==> src/rtl/rpu_ctrl_pkg.sv <==
// rpu_ctrl_pkg: shared definitions for the receive-path control block.
//   - NOU_FLIT_CNT_W : flit count / index width, taken from `NOU_FLIT_SZ_WIDTH
//   - rpu_state_e    : control FSM state encoding
//   - ERR_*          : err_code values reported alongside pkt_err
`ifndef NOU_FLIT_SZ_WIDTH
`define NOU_FLIT_SZ_WIDTH 8
`endif

package rpu_ctrl_pkg;

    localparam int NOU_FLIT_CNT_W = `NOU_FLIT_SZ_WIDTH;

    typedef enum logic [2:0] {
        ST_IDLE    = 3'd0,
        ST_REQ     = 3'd1,
        ST_BACKOFF = 3'd2,
        ST_RECV    = 3'd3,
        ST_DRAIN   = 3'd4,
        ST_DONE    = 3'd5,
        ST_ERR     = 3'd6
    } rpu_state_e;

    localparam logic [1:0] ERR_NONE       = 2'd0;
    localparam logic [1:0] ERR_NOBUF      = 2'd1;
    localparam logic [1:0] ERR_EARLY_LAST = 2'd2;
    localparam logic [1:0] ERR_NO_LAST    = 2'd3;

endpackage

==> src/rtl/rpu_ctrl_if.sv <==
// rpu_ctrl_if: header, buffer-grant, flit and completion signals of rpu_ctrl.
//   slave  modport : the control block (consumes header/grant/flits, produces
//                    ready/strobes/status)
//   master modport : the surrounding decoder / allocator / encoder side
interface rpu_ctrl_if #(
    parameter int FLIT_CNT_W = rpu_ctrl_pkg::NOU_FLIT_CNT_W
);
    logic                  hdr_vld;
    logic                  hdr_rdy;
    logic [FLIT_CNT_W-1:0] pkt_flit_num;
    logic                  lreg_vld;
    logic                  buf_req;
    logic                  gnt_buf_vld;
    logic                  gnt_buf_status;
    logic                  flit_vld;
    logic                  flit_last;
    logic                  flit_rdy;
    logic                  flit_wr_en;
    logic [FLIT_CNT_W-1:0] flit_wr_idx;
    logic                  pkt_done;
    logic                  pkt_err;
    logic [1:0]            err_code;

    modport slave (
        input  hdr_vld, pkt_flit_num, gnt_buf_vld, gnt_buf_status, flit_vld, flit_last,
        output hdr_rdy, lreg_vld, buf_req, flit_rdy, flit_wr_en, flit_wr_idx,
               pkt_done, pkt_err, err_code
    );

    modport master (
        output hdr_vld, pkt_flit_num, gnt_buf_vld, gnt_buf_status, flit_vld, flit_last,
        input  hdr_rdy, lreg_vld, buf_req, flit_rdy, flit_wr_en, flit_wr_idx,
               pkt_done, pkt_err, err_code
    );
endinterface

==> src/rtl/rpu_retry_ctr.sv <==
// rpu_retry_ctr: refused-grant counter and backoff gap timer for rpu_ctrl.
//   clk, rstn   : clock, asynchronous active-low reset
//   clr         : new header accepted, restart both counters
//   fail        : grant came back with "no space"
//   gap_run     : FSM is waiting in BACKOFF, let the gap timer run down
//   retry_sat   : the next refused grant reaches RETRY_MAX
//   gap_expire  : current BACKOFF cycle is the last one of the gap
module rpu_retry_ctr #(
    parameter int RETRY_MAX = 4,
    parameter int RETRY_GAP = 3
) (
    input  logic clk,
    input  logic rstn,
    input  logic clr,
    input  logic fail,
    input  logic gap_run,
    output logic retry_sat,
    output logic gap_expire
);

    localparam logic [4:0] RETRY_MAX_C = 5'(RETRY_MAX);
    localparam logic [3:0] RETRY_GAP_C = 4'(RETRY_GAP);

    logic [3:0] retry_cnt_r;
    logic [3:0] gap_cnt_r;

    // Refused-grant count, saturating at the 4-bit maximum.
    always_ff @(posedge clk or negedge rstn) begin
        if (!rstn) begin
            retry_cnt_r <= 4'd0;
        end else if (clr) begin
            retry_cnt_r <= 4'd0;
        end else if (fail && (retry_cnt_r != 4'hF)) begin
            retry_cnt_r <= retry_cnt_r + 4'd1;
        end else begin
            retry_cnt_r <= retry_cnt_r;
        end
    end

    // Gap timer, reloaded on every refused grant and counted down in BACKOFF.
    always_ff @(posedge clk or negedge rstn) begin
        if (!rstn) begin
            gap_cnt_r <= 4'd0;
        end else if (clr) begin
            gap_cnt_r <= 4'd0;
        end else if (fail) begin
            gap_cnt_r <= RETRY_GAP_C;
        end else if (gap_run && (gap_cnt_r != 4'd0)) begin
            gap_cnt_r <= gap_cnt_r - 4'd1;
        end else begin
            gap_cnt_r <= gap_cnt_r;
        end
    end

    // Flags: the count is compared one step ahead so the FSM can decide on
    // the same edge that records the refusal.
    always_comb begin
        retry_sat  = (({1'b0, retry_cnt_r} + 5'd1) >= RETRY_MAX_C);
        gap_expire = (gap_cnt_r <= 4'd1);
    end

endmodule

==> src/rtl/rpu_ctrl.sv <==
// rpu_ctrl: receive-path control FSM ahead of the rpu field register stage.
//   clk, rstn : clock, asynchronous active-low reset
//   bus       : rpu_ctrl_if.slave
//               header handshake (hdr_vld/hdr_rdy/pkt_flit_num) + lreg_vld,
//               buffer request/grant (buf_req, gnt_buf_vld, gnt_buf_status),
//               flit intake (flit_vld/flit_last/flit_rdy) + buffer write
//               (flit_wr_en, flit_wr_idx), completion (pkt_done, pkt_err,
//               err_code).
module rpu_ctrl
    import rpu_ctrl_pkg::*;
#(
    parameter int FLIT_CNT_W = rpu_ctrl_pkg::NOU_FLIT_CNT_W,
    parameter int RETRY_MAX  = 4,
    parameter int RETRY_GAP  = 3
) (
    input  logic      clk,
    input  logic      rstn,
    rpu_ctrl_if.slave bus
);

    localparam logic GAP_ZERO = (RETRY_GAP == 0);

    rpu_state_e            state_r;
    rpu_state_e            state_nxt_s;
    logic                  run_r;
    logic [FLIT_CNT_W-1:0] flit_tot_r;
    logic [FLIT_CNT_W-1:0] idx_r;
    logic [1:0]            err_code_r;
    logic [1:0]            err_val_s;
    logic                  err_ld_s;
    logic                  hdr_rdy_s;
    logic                  hdr_hs_s;
    logic                  gnt_s;
    logic                  flit_acc_s;
    logic                  tot_zero_s;
    logic                  idx_last_s;
    logic                  retry_sat_s;
    logic                  gap_expire_s;

    // Handshake and index decode shared by the FSM and datapath.
    always_comb begin
        // run_r keeps hdr_rdy low while reset is asserted.
        hdr_rdy_s  = (state_r == ST_IDLE) && run_r;
        hdr_hs_s   = bus.hdr_vld && hdr_rdy_s;
        gnt_s      = bus.gnt_buf_vld && (state_r == ST_REQ);
        flit_acc_s = bus.flit_vld && ((state_r == ST_RECV) || (state_r == ST_DRAIN));
        tot_zero_s = (flit_tot_r == {FLIT_CNT_W{1'b0}});
        idx_last_s = (idx_r == (flit_tot_r - FLIT_CNT_W'(1)));
    end

    rpu_retry_ctr #(
        .RETRY_MAX (RETRY_MAX),
        .RETRY_GAP (RETRY_GAP)
    ) u_retry (
        .clk        (clk),
        .rstn       (rstn),
        .clr        (hdr_hs_s),
        .fail       (gnt_s && bus.gnt_buf_status),
        .gap_run    (state_r == ST_BACKOFF),
        .retry_sat  (retry_sat_s),
        .gap_expire (gap_expire_s)
    );

    // FSM state register.
    always_ff @(posedge clk or negedge rstn) begin
        if (!rstn) begin
            state_r <= ST_IDLE;
        end else begin
            state_r <= state_nxt_s;
        end
    end

    // FSM next-state and error-code selection.
    always_comb begin
        state_nxt_s = state_r;
        err_ld_s    = 1'b0;
        err_val_s   = ERR_NONE;
        case (state_r)
            ST_IDLE: begin
                if (hdr_hs_s) state_nxt_s = ST_REQ;
                else          state_nxt_s = ST_IDLE;
            end
            ST_REQ: begin
                if (gnt_s) begin
                    if (!bus.gnt_buf_status) begin
                        state_nxt_s = tot_zero_s ? ST_DONE : ST_RECV;
                    end else if (retry_sat_s) begin
                        err_ld_s    = 1'b1;
                        err_val_s   = ERR_NOBUF;
                        // Nothing to drain for an empty packet.
                        state_nxt_s = tot_zero_s ? ST_ERR : ST_DRAIN;
                    end else begin
                        state_nxt_s = GAP_ZERO ? ST_REQ : ST_BACKOFF;
                    end
                end else begin
                    state_nxt_s = ST_REQ;
                end
            end
            ST_BACKOFF: begin
                if (gap_expire_s) state_nxt_s = ST_REQ;
                else              state_nxt_s = ST_BACKOFF;
            end
            ST_RECV: begin
                if (flit_acc_s) begin
                    if (bus.flit_last) begin
                        if (idx_last_s) begin
                            state_nxt_s = ST_DONE;
                        end else begin
                            err_ld_s    = 1'b1;
                            err_val_s   = ERR_EARLY_LAST;
                            state_nxt_s = ST_ERR;
                        end
                    end else if (idx_last_s) begin
                        err_ld_s    = 1'b1;
                        err_val_s   = ERR_NO_LAST;
                        state_nxt_s = ST_DRAIN;
                    end else begin
                        state_nxt_s = ST_RECV;
                    end
                end else begin
                    state_nxt_s = ST_RECV;
                end
            end
            ST_DRAIN: begin
                if (flit_acc_s && bus.flit_last) state_nxt_s = ST_ERR;
                else                             state_nxt_s = ST_DRAIN;
            end
            ST_DONE: state_nxt_s = ST_IDLE;
            ST_ERR:  state_nxt_s = ST_IDLE;
            default: state_nxt_s = ST_IDLE;
        endcase
    end

    // Packet datapath: flit total, write index, pending error code.
    always_ff @(posedge clk or negedge rstn) begin
        if (!rstn) begin
            run_r      <= 1'b0;
            flit_tot_r <= {FLIT_CNT_W{1'b0}};
            idx_r      <= {FLIT_CNT_W{1'b0}};
            err_code_r <= ERR_NONE;
        end else begin
            run_r <= 1'b1;
            if (hdr_hs_s) begin
                flit_tot_r <= bus.pkt_flit_num;
                idx_r      <= {FLIT_CNT_W{1'b0}};
            end else if (flit_acc_s && (state_r == ST_RECV)) begin
                flit_tot_r <= flit_tot_r;
                idx_r      <= idx_r + FLIT_CNT_W'(1);
            end else begin
                flit_tot_r <= flit_tot_r;
                idx_r      <= idx_r;
            end
            if (err_ld_s) err_code_r <= err_val_s;
            else          err_code_r <= err_code_r;
        end
    end

    // FSM outputs, decoded from state and the current handshakes.
    always_comb begin
        bus.hdr_rdy     = hdr_rdy_s;
        bus.lreg_vld    = hdr_hs_s;
        bus.buf_req     = (state_r == ST_REQ);
        bus.flit_rdy    = (state_r == ST_RECV) || (state_r == ST_DRAIN);
        bus.flit_wr_en  = bus.flit_vld && (state_r == ST_RECV);
        bus.flit_wr_idx = (state_r == ST_RECV) ? idx_r : {FLIT_CNT_W{1'b0}};
        bus.pkt_done    = (state_r == ST_DONE);
        bus.pkt_err     = (state_r == ST_ERR);
        bus.err_code    = (state_r == ST_ERR) ? err_code_r : ERR_NONE;
    end

endmodule

==> src/flat_wrapper.sv <==
// flat-port wrapper written by rule: the top's interface ports become plain ports
module rpu_ctrl_flat import rpu_ctrl_pkg::*;
#(
    parameter int FLIT_CNT_W = rpu_ctrl_pkg::NOU_FLIT_CNT_W,
    parameter int RETRY_MAX  = 4,
    parameter int RETRY_GAP  = 3
)
  (clk, rstn, bus_hdr_vld, bus_pkt_flit_num, bus_gnt_buf_vld, bus_gnt_buf_status, bus_flit_vld, bus_flit_last, bus_hdr_rdy, bus_lreg_vld, bus_buf_req, bus_flit_rdy, bus_flit_wr_en, bus_flit_wr_idx, bus_pkt_done, bus_pkt_err, bus_err_code);
  rpu_ctrl_if #(.FLIT_CNT_W(FLIT_CNT_W)) bus_i ();
  input  logic clk;
  input  logic rstn;
  input wire logic [$bits(bus_i.hdr_vld)-1:0] bus_hdr_vld;
  input wire logic [$bits(bus_i.pkt_flit_num)-1:0] bus_pkt_flit_num;
  input wire logic [$bits(bus_i.gnt_buf_vld)-1:0] bus_gnt_buf_vld;
  input wire logic [$bits(bus_i.gnt_buf_status)-1:0] bus_gnt_buf_status;
  input wire logic [$bits(bus_i.flit_vld)-1:0] bus_flit_vld;
  input wire logic [$bits(bus_i.flit_last)-1:0] bus_flit_last;
  output wire logic [$bits(bus_i.hdr_rdy)-1:0] bus_hdr_rdy;
  output wire logic [$bits(bus_i.lreg_vld)-1:0] bus_lreg_vld;
  output wire logic [$bits(bus_i.buf_req)-1:0] bus_buf_req;
  output wire logic [$bits(bus_i.flit_rdy)-1:0] bus_flit_rdy;
  output wire logic [$bits(bus_i.flit_wr_en)-1:0] bus_flit_wr_en;
  output wire logic [$bits(bus_i.flit_wr_idx)-1:0] bus_flit_wr_idx;
  output wire logic [$bits(bus_i.pkt_done)-1:0] bus_pkt_done;
  output wire logic [$bits(bus_i.pkt_err)-1:0] bus_pkt_err;
  output wire logic [$bits(bus_i.err_code)-1:0] bus_err_code;
  assign bus_i.hdr_vld = bus_hdr_vld;
  assign bus_i.pkt_flit_num = bus_pkt_flit_num;
  assign bus_i.gnt_buf_vld = bus_gnt_buf_vld;
  assign bus_i.gnt_buf_status = bus_gnt_buf_status;
  assign bus_i.flit_vld = bus_flit_vld;
  assign bus_i.flit_last = bus_flit_last;
  assign bus_hdr_rdy = bus_i.hdr_rdy;
  assign bus_lreg_vld = bus_i.lreg_vld;
  assign bus_buf_req = bus_i.buf_req;
  assign bus_flit_rdy = bus_i.flit_rdy;
  assign bus_flit_wr_en = bus_i.flit_wr_en;
  assign bus_flit_wr_idx = bus_i.flit_wr_idx;
  assign bus_pkt_done = bus_i.pkt_done;
  assign bus_pkt_err = bus_i.pkt_err;
  assign bus_err_code = bus_i.err_code;
  rpu_ctrl #(.FLIT_CNT_W(FLIT_CNT_W), .RETRY_MAX(RETRY_MAX), .RETRY_GAP(RETRY_GAP)) u_core (.clk(clk), .rstn(rstn), .bus(bus_i));
endmodule
==> config.mk <==
export PLATFORM = sky130hd
export DESIGN_NAME = rpu_ctrl_flat
export DESIGN_NICKNAME = d
export VERILOG_FILES = /design/src/rtl/rpu_ctrl_pkg.sv /design/src/rtl/rpu_ctrl_if.sv /design/src/rtl/rpu_retry_ctr.sv /design/src/rtl/rpu_ctrl.sv /design/src/flat_wrapper.sv
export SDC_FILE = /design/constraint.sdc
export NUM_CORES = 1
export LEC_CHECK = 0
export ABC_AREA = 1
export BUFFER_PORTS_ARGS = -buffer_cell sky130_fd_sc_hd__buf_4
export CAP_MARGIN = 30
export CORE_MARGIN = 2
export CORE_UTILIZATION = 48
export CTS_CLUSTER_DIAMETER = 80
export DETAILED_ROUTE_END_ITERATION = 12
export GPL_TIMING_DRIVEN = 0
export HOLD_SLACK_MARGIN = 0.15
export PLACE_DENSITY = 0.76
export SLEW_MARGIN = 20
export SYNTH_ARGS = -nofsm -noshare
export SYNTH_HDL_FRONTEND = slang
export SYNTH_SLANG_ARGS = --single-unit
==> constraint.sdc <==
create_clock -name clk -period 2.27 [get_ports clk]
set_input_delay 0.3405 -clock clk [delete_from_list [all_inputs] [get_ports clk]]
set_output_delay 0.3405 -clock clk [all_outputs]
set_load 0.005 [all_outputs]
**Word level (Yosys, flattened, before mapping)**

Cells that the tools add are included.

- Mux-type cells: 38
- Eq/ne operators: 8
- $add $sub $neg: 5
- Order comparisons: 2
- Reductions and logical operators: 17

Operators by type and width:

| operator | number |
|---|---|
| 8-bit two-way mux | 3 |
| 2-bit two-way mux | 11 |
| 3-bit two-way mux | 7 |
| 4-bit two-way mux | 5 |
| 3-bit one-hot mux with 5 select lines | 1 |
| 1-bit logical AND | 10 |
| 3-bit equality test (second input constant) | 3 |
| 1-bit two-way mux | 9 |
| 8-bit by 1-bit adder with 8-bit output (second input constant) | 1 |
| 8-bit equality test | 1 |
| 8-bit logical NOT | 1 |
| 8-bit by 1-bit subtractor with 8-bit output (second input constant) | 1 |
| 3-bit by 2-bit equality test with 1-bit output (second input constant) | 2 |
| 4-bit by 1-bit adder with 5-bit output (second input constant) | 1 |
| 5-bit by 3-bit >= comparator with 1-bit output (second input constant) | 1 |
| 4-bit by 1-bit adder with 4-bit output (second input constant) | 1 |
| 4-bit by 1-bit <= comparator with 1-bit output (second input constant) | 1 |
| 4-bit inequality test (second input constant) | 1 |
| 2-bit one-hot mux with 2 select lines | 1 |
| 2-bit nonzero test | 2 |
| 4-bit nonzero test | 1 |
| 4-bit by 1-bit subtractor with 4-bit output (second input constant) | 1 |
| 3-bit by 1-bit equality test with 1-bit output (second input constant) | 1 |
| 3-bit logical NOT | 1 |
| other kinds (3) | 3 |

- Logic and storage cells: 77
- Output and inout bits: 17
- Register bits after elaboration: 30

**Longest topological paths before layout**

Gate-level depths: netlist (run 1).

- Depth after elaboration: 6
- Depth in mapped cells: 18

**Hierarchy**

Synthesis (run 1) repeated with hierarchy kept, for this count alone.

- Cells, all modules: 269
- Area total of the unflattened synthesis: 2,010.7 um^2

Modules (own cells, without submodules):

| module | times used | cells each | sequential area each (um^2) | area each (um^2) |
|---|---|---|---|---|
| rpu_ctrl | 1 | 214 | 550.5 | 1,508.9 |
| rpu_retry_ctr | 1 | 55 | 200.2 | 501.7 |

**Worst setup path after synthesis (run 1)**

Ideal clock, no wire load.

- Path kind: reg2reg
- Start: register u_core.flit_tot_r[0]
- End: register u_core.err_code_r[1]
- Required time: 2,143 ps
- Slack: 156 ps
- Arrival: 1,987 ps
- Setup time: 127 ps
- Cell stages (with the launch flop): 18
- Buffers on the path: 0
- Clock period less this slack: 2,114 ps
- Cell sequence: dfrtp_1 > inv_1 > ha_1 > inv_1 > nand2_1 > nand3_1 > nand2_1 > nand2_1 > nor2_1 > nand2_1 > nor2_1 > nand2_1 > ha_1 > inv_1 > nor3_2 > inv_1 > o21ai_0 > o21ai_0

- Longest elaborated chain between the ends: 6

Ends and longest elaborated chain:

| element | RTL line | source |
|---|---|---|
| start, declared | rpu_ctrl.sv:26 | `logic [FLIT_CNT_W-1:0] flit_tot_r;` |
| start signal, assigned | rpu_ctrl.sv:138 | `flit_tot_r <= {FLIT_CNT_W{1'b0}};` |
| start signal, assigned | rpu_ctrl.sv:144 | `flit_tot_r <= bus.pkt_flit_num;` |
| start signal, assigned | rpu_ctrl.sv:147 | `flit_tot_r <= flit_tot_r;` |
| 8-bit by 1-bit subtractor with 8-bit output (*) | rpu_ctrl.sv:48 | `idx_last_s = (idx_r == (flit_tot_r - FLIT_CNT_W'(1)));` |
| 8-bit equality test (*) | rpu_ctrl.sv:48 |  |
| 2-bit two-way mux, or another cell as far along | rpu_ctrl.sv:113 | `end else if (idx_last_s) begin` |
| 2-bit two-way mux or 1-bit two-way mux (tied branches) | rpu_ctrl.sv:105 | `if (bus.flit_last) begin` |
| 2-bit two-way mux or 1-bit two-way mux (tied branches) | rpu_ctrl.sv:104 | `if (flit_acc_s) begin` |
| 2-bit one-hot mux with 2 select lines or 1-bit one-hot mux with 2 select lines (tied branches) | rpu_ctrl.sv:78 | `case (state_r)` |
| end signal, assigned | rpu_ctrl.sv:153 | `if (err_ld_s) err_code_r <= err_val_s;` |
| end signal, assigned | rpu_ctrl.sv:154 | `else err_code_r <= err_code_r;` |
| end, declared | rpu_ctrl.sv:28 | `logic [1:0] err_code_r;` |

Mark *: on every way between the ends. The rest lies on a longest branch, timed or not.
A chain may end at the register's enable or synchronous reset.

**Final worst setup path (run 1)**

- Start: register u_core.flit_tot_r[1]
- End: register u_core.err_code_r[0]

- Longest elaborated chain between the ends: 6

Ends and longest elaborated chain:

| element | RTL line |
|---|---|
| 8-bit by 1-bit subtractor with 8-bit output (*) | rpu_ctrl.sv:48 |
| 8-bit equality test (*) | rpu_ctrl.sv:48 |
| 2-bit two-way mux, or another cell as far along | rpu_ctrl.sv:113 |
| 2-bit two-way mux or 1-bit two-way mux (tied branches) | rpu_ctrl.sv:105 |
| 2-bit two-way mux or 1-bit two-way mux (tied branches) | rpu_ctrl.sv:104 |
| 2-bit one-hot mux with 2 select lines or 1-bit one-hot mux with 2 select lines (tied branches) | rpu_ctrl.sv:78 |

Marks and branches as above.

==> results of run 1 <==
==> cell families (layout without fill, tap and decap cells) <==
kind of cell / after synthesis / in the layout / share of synthesized area [%]
buf+inv: 47 / 92 / 9.391
other cells: 1 / 1 / 0.1941
xor+xnor: 9 / 9 / 4.080
fa+ha+maj: 10 / 10 / 6.477
compound gates: 34 / 34 / 9.586
flops: 30 / 30 / 38.86
simple gates: 137 / 137 / 31.41
==> per-layer routing <==
metal | part of all wire (%) | track usage [%]
met5 | 0 | 0
met3 | 4.8 | 5.500
met2 | 46 | 35.40
met4 | 1.6 | 7.653
met1 | 48 | 28.89
==> metrics by stage <==
step / std cells / util (%) / worst slack (ns)
2_1_floorplan: 268 / - / 0.1560
3_3_place_gp: 349 / 56.49 / -0.1053
3_5_place_dp: 349 / 56.49 / -0.1860
4_1_cts: 359 / 59.57 / 0.01450
5_1_grt: 363 / 61.06 / -0.1040
6_report: 363 / 61.06 / 0.06940
==> what timing repair did <==
item                                    4_1_cts  5_1_grt
pin swaps                                     0       10
setup buffers                                 1        4
hold endpoints to repair                     30        0
endpoints found under the setup margin        3        3
hold buffers                                  1        0
gates resized for setup                       4       13
==> cell usage in the layout (no fill, tap or decap), types with 2 or more instances in the layout <==
| cell type | Yosys | routed |
|---|---|---|
| nand3_1 | 24 | 24 |
| o21ai_1 | 1 | 2 |
| clkbuf_8 | 0 | 6 |
| o21ai_0 | 24 | 22 |
| nor3_2 | 2 | 2 |
| a21oi_1 | 4 | 4 |
| nand2_1 | 60 | 57 |
| o211ai_1 | 2 | 2 |
| inv_1 | 42 | 36 |
| nor3_1 | 6 | 6 |
| ha_4 | 0 | 2 |
| nor2_1 | 37 | 35 |
| ha_1 | 10 | 8 |
| nand2_2 | 2 | 5 |
| xor2_1 | 4 | 4 |
| xnor2_1 | 5 | 5 |
| inv_2 | 3 | 9 |
| buf_4 | 1 | 37 |
| dfrtp_1 | 30 | 30 |
| nor2_2 | 0 | 2 |
==> worst min path at each step <==
stage | from | to | slack [ns] | cells past startpoint
3_3_place_gp | rstn | u_core.run_r | 0.29 | 1
4_1_cts | bus_pkt_flit_num[6] | u_core.flit_tot_r[6] | 0.26 | 3
6_report | bus_pkt_flit_num[6] | u_core.flit_tot_r[6] | 0.26 | 3
5_1_grt | bus_pkt_flit_num[7] | u_core.flit_tot_r[7] | 0.27 | 3
3_5_place_dp | rstn | u_core.run_r | 0.30 | 1
2_1_floorplan | rstn | u_core.err_code_r[0] | 0.04 | 0
==> area by class of cell <==
type,count,area [sq um]
fillers,360,1535
repair buffers,37,280.3
flip-flops and latches,30,750.7
multi-input cells,191,1041
inverters,45,168.9
clock inverters,1,5.005
well taps,50,62.56
clock buffers,7,86.33
plain buffers,2,12.51
==> registers in the layout (all words and copies together), names as in the netlist <==
name / count
u_core.u_retry.gap_cnt_r: 4
u_core.state_r: 3
u_core.err_code_r: 2
u_core.idx_r: 8
u_core.run_r: 1
u_core.u_retry.retry_cnt_r: 4
u_core.flit_tot_r: 8
==> worst min-delay path, stage by stage <==
cell	delay, ns
buf_4	0.07
nand2_1	0.04
o21ai_0	0.06
==> power groups by stage <==
stage               Sequential (mW)  Clock, mW  Combinational, mW
global placement              0.917          0               1.17
detailed placement            0.924          0               1.21
floorplan                     0.879          0              0.919
CTS                           0.918      0.458               1.26
finish                        0.920      0.454               1.36
global route                  0.952      0.483               1.57
==> results.toml, run 1 <==
[status]
status = "completed"

[clocking]
clk_latency_ns = 0.28
cts.sinks = 30
cts_buffer_depth = 2
clk_pin_slew_ns = 0.07
htreeDepth = 2
cts_tree = "yes"
cts-root-buf = "clkbuf_8"
numCtsBuffers = 5

[layout]
diodes = 0
final_area_sq_um = 2407
drive_gt1_share_pct = 22.04
nets = 337
syn_to_final_growth_pct = 24.61

[route]
detail_route.vias_per_cell = 5.008
drc = 0
first_pass_iters = 4
wirelength_microns = 4299
drt_iter0_drc = 67
vias = 1818
wl_per_cell_microns = 11.84
ant_nets = 0

[global_route]
grt_usage_pct = 22.02
antenna_found_initial = 0
grt_pass1_vias = 1735
grt_pass1_wl_microns = 7479
grt_overflow = 0
grt_max_degree = 31

[critical_path]
crit_cells = 18
crit_family = "simple AND/OR/NAND/NOR gates"
critPathMaxFanout = 4
cp-end-kind = "register"
crit_end = "u_core.err_code_r[0]"
cp_num_buf_inv = 4
worst-r2r-setup-slack_ns = 0.07
rr_worst_depth = 18
worstSetupStartpoint = "u_core.flit_tot_r[1]"
cp.required_ns = 2.49
regToRegEndpoint = "u_core.err_code_r[0]"
cpPeakStageDelay_ns = 0.36
startpoint_type = "register"
crit_chain = "inv_2 > ha_4 > inv_2 > nand2_2 > nand2_1 > nor2_1 > nand2_1 > nor2_1 > nand2_1 > nor2_2 > nand2_2 > ha_4 > inv_2 > nor3_2 > inv_2 > o21ai_2 > nor2_1 > nor2_1"
critPathKind = "reg -> reg"
critPathArrivalTime_ns = 2.42
r2r-start = "u_core.flit_tot_r[1]"
crit_slowest_cell = "dfrtp_1"

[synth]
synthArstFlopShare_pct = 100.0
synth_nets = 293
synth.distinct_cells = 28
yosysSeqAreaShare_pct = 38.86
ys_ff_latch = 30
yosys_warnings = 0
synth-edff-count = 0
syn_inst = 268
synth_top_area_share_pct = 38.86
synth_flop_cell = "dfrtp_1"
synth_area_sq_um = 1932
synth_top_cells_by_count = "60 x nand2_1, 42 x inv_1, 37 x nor2_1, 30 x dfrtp_1"
yosysMostFrequentCell = "nand2_1"
syn_avg_cell_area_sq_um = 7.208
synth_top_area_cell = "dfrtp_1"
ys_top_cells_by_area = "dfrtp_1 39%, nand2_1 12%, inv_1 8.2%, nor2_1 7.2%, ha_1 6.5%"

[floorplanning]
rows = 23
num_io_pins = 32
dieWidth_microns = 67.44
dieArea_sq_um = 4548
dieHeight_microns = 67.44
fp.coreArea_sq_um = 3943
start_util_pct = 49.00

[power_and_ir_drop]
p_seq_share_pct = 33.7
p_sw_mw = 1.195
power.density_nw_per_um2 = 1133
pwr-share-clk_pct = 16.6
p_sw_share_pct = 43.80
vdd_drop_max_mv = 0.6451
p_leak_nw = 1.220
internal_power_mw = 1.534
p_total_mw = 2.729
comb_power_share_pct = 49.7

[timing]
skew_ns = 0.004556
fmax_mhz = 454.4
finalSetupViolCount = 0
hold_slack_ns = 0.2617
slew_viol_final = 0
tns_ns = 0
hold_viol = 0
period_share_pct = 96.94
min_period_ns = 2.201
rsz0062_at_grt = "true"

[placed_design]
io_buffers = 31
dp_hpwl_microns = 3195
placed_cell_area_sq_um = 2227
place.gp.congestion = 0.9245

[hold_path]
hold_path_class = "in -> reg"

[job]
maxCapViolations = 0
Note: power is estimated with default switching activity, not from simulation.
==> run 2, diff against run 1 <==
ABC_AREA = 0   (was 1)
HOLD_SLACK_MARGIN = 0.03   (was 0.15)
PLACE_DENSITY = 0.77   (was 0.76)
==> results.toml, run 2 <==
[clocking]
htreeDepth = 2
cts_tree = "yes"
cts-root-buf = "clkbuf_8"
cts_buffer_depth = 2
cts.sinks = 30
clk_pin_slew_ns = 0.07
numCtsBuffers = 5
clk_latency_ns = 0.29

[critical_path]
cp.required_ns = 2.45
critPathKind = "reg -> reg"
startpoint_type = "register"
critPathMaxFanout = 4
crit_chain = "inv_2 > ha_4 > nand2_1 > or4_4 > a2111oi_4 > inv_2 > ha_4 > nand3_1 > a21oi_2 > a311oi_1"
cp-end-kind = "register"
critPathArrivalTime_ns = 2.51
crit_slowest_cell = "or4_4"
cp_num_buf_inv = 2
crit_family = "compound AO/OA/AOI/OAI gates"
cpPeakStageDelay_ns = 0.43

[placed_design]
dp_cells = 288
io_buffers = 31
place.gp.congestion = 0.7853
placed_cell_area_sq_um = 2187
preCtsSetupSlack_ns = -0.2512
dp_hpwl_microns = 3061

[power_and_ir_drop]
power.density_nw_per_um2 = 1211
p_seq_share_pct = 35.8
p_sw_mw = 1.204
p_leak_nw = 1.143
internal_power_mw = 1.701
comb_power_share_pct = 46.4
p_total_mw = 2.905
vdd_drop_max_mv = 0.6397
p_sw_share_pct = 41.45
pwr-share-clk_pct = 17.8

[layout]
diodes = 0
nets = 276
layout_commonest_cell = "buf_4"
drive_gt1_share_pct = 28.17
syn_to_final_growth_pct = 28.40
utilization_pct = 65.03
layout_common_cells = "38 x buf_4, 33 x nand2_1, 27 x dfrtp_1, 16 x nor2_1, 11 x nand3_1"
final_area_sq_um = 2399
top_regs = "u_core.flit_tot_r (8), u_core.idx_r (8)"
fill_cells = 328
stdcell_count = 300

[timing]
hold_viol = 0
finalSetupViolCount = 2
fmax_mhz = 429.5
hold_slack_ns = 0.2442
min_period_ns = 2.328
skew_ns = 0.006809
final.setup.worst_slack_ns = -0.05827
slew_viol_final = 0
period_share_pct = 102.6
tns_ns = -0.09347
rsz0062_at_grt = "true"

[floorplanning]
rows = 22
dieWidth_microns = 66.39
dieArea_sq_um = 4407
start_util_pct = 50.64
dieHeight_microns = 66.39
fp.coreArea_sq_um = 3689
num_io_pins = 32

[global_route]
grt_pass1_wl_microns = 7376
grt_overflow = 0
antenna_found_initial = 0
grt_pass1_vias = 1592
grt_usage_pct = 22.27
grt_max_degree = 31

[synth]
synth_top_area_cell = "dfrtp_1"
syn_inst = 209
synth-edff-count = 0
ys_top_cells_by_area = "dfrtp_1 40%, nand2_1 6.8%, ha_1 6.7%, xnor2_1 4.7%, xor2_1 4.2%"
synth_compound_area_share_pct = 11.92
synth_flop_cell = "dfrtp_1"
synth.mux.area_fraction_pct = 1.674
synthAdderAreaFrac_pct = 6.698
synthArstFlopShare_pct = 100.0
synth_top_family_by_area = "simple AND/OR/NAND/NOR gates"
synth_top_cells_by_count = "34 x nand2_1, 30 x dfrtp_1, 16 x nor2_1, 12 x nand3_1, 11 x inv_1"
yosysMostFrequentCell = "nand2_1"
ys_ff_latch = 30
synth_xor_area_share_pct = 8.908
synth_area_sq_um = 1868
syn_avg_cell_area_sq_um = 8.938
synth.distinct_cells = 45
yosys_warnings = 0
synth_simple_gate_area_share_pct = 26.66
synth_top_area_share_pct = 40.19
yosysSeqAreaShare_pct = 40.19
synth_nets = 234

[hold_path]
hold_path_class = "in -> reg"

[status]
status = "finished with violations"
violations = "negative setup slack"

[route]
drc = 0
ant_nets = 0
vias = 1651
wl_per_cell_microns = 14.82
drt_iter0_drc = 80
detail_route.vias_per_cell = 5.503
first_pass_iters = 4
wirelength_microns = 4445

[job]
maxCapViolations = 0
[run 2: cell types whose count changed in the layout (fill, tap and decap cells not counted), sizes merged, moves of 11 or more]
| cell | before | now |
|---|---|---|
| nand3 | 24 | 12 |
| nand2 | 62 | 34 |
| o21ai | 25 | 10 |
| and2 | 0 | 11 |
| nor2 | 38 | 16 |
| inv | 45 | 11 |
[run 2: area by class of cell]
class                           count  area [sq um]  area share [%]
Tap cell                           48         60.06           2.504
Buffer                              3         16.27          0.6781
Sequential cell                    30         754.5           31.46
Timing Repair Buffer               38         287.8           12.00
Clock buffer                        8         110.1           4.591
Multi-Input combinational cell    161          1125           46.90
Inverter                           12         45.04           1.878
[run 2: power by group through the flow]
stage	Combinational [mW]	Sequential [mW]	Clock (mW)
final	1.35	1.04	0.516
after global placement	1.19	0.958	0
after detailed placement	1.24	0.967	0
after CTS	1.27	1.02	0.525
after floorplan	0.936	0.900	0
after global routing	1.50	1.08	0.546
[run 2: worst paths after layout]
check	slack [ns]	from	cells after the start	endpoint
worst min-delay path	0.24	bus_pkt_flit_num[2]	3	u_core.flit_tot_r[2]
min in group asynchronous	0.53	rstn	2	u_core.u_retry.gap_cnt_r[0]
worst max register to register	-0.06	u_core.flit_tot_r[0]	10	u_core.state_r[0]
worst max-delay path	-0.06	u_core.flit_tot_r[0]	10	u_core.state_r[0]
max in group asynchronous	1.43	rstn	2	u_core.flit_tot_r[3]
worst min register to register	0.52	u_core.err_code_r[0]	2	u_core.err_code_r[0]
[run 2: tightest hold or removal path, delay by kind of cell]
| family | cells | cell delay, ns |
|---|---|---|
| and+or+nand+nor | 2 | 0.08 |
| buffers and inverters | 1 | 0.07 |
[run 2: cell families after synthesis]
kind of cell / count (synthesis)
simple gates: 99
flops: 30
compound gates: 29
xor+xnor: 19
buf+inv: 18
fa+ha+maj: 10
mux: 3
other cells: 1
[run 2: timing repair]
item	4_1_cts	5_1_grt
setup endpoints to repair	14	9
resized for setup	8	7
buffers inserted	3	3
hold endpoints to repair	30	0
hold buffers	1	0
pin swaps	4	3
[run 2: metal layers]
layer / GRT usage [%] / share of wire, %
met5: 0 / 0
met4: 8.418 / 1.1
met3: 3.066 / 3.6
met2: 40.00 / 52
met1: 26.70 / 43
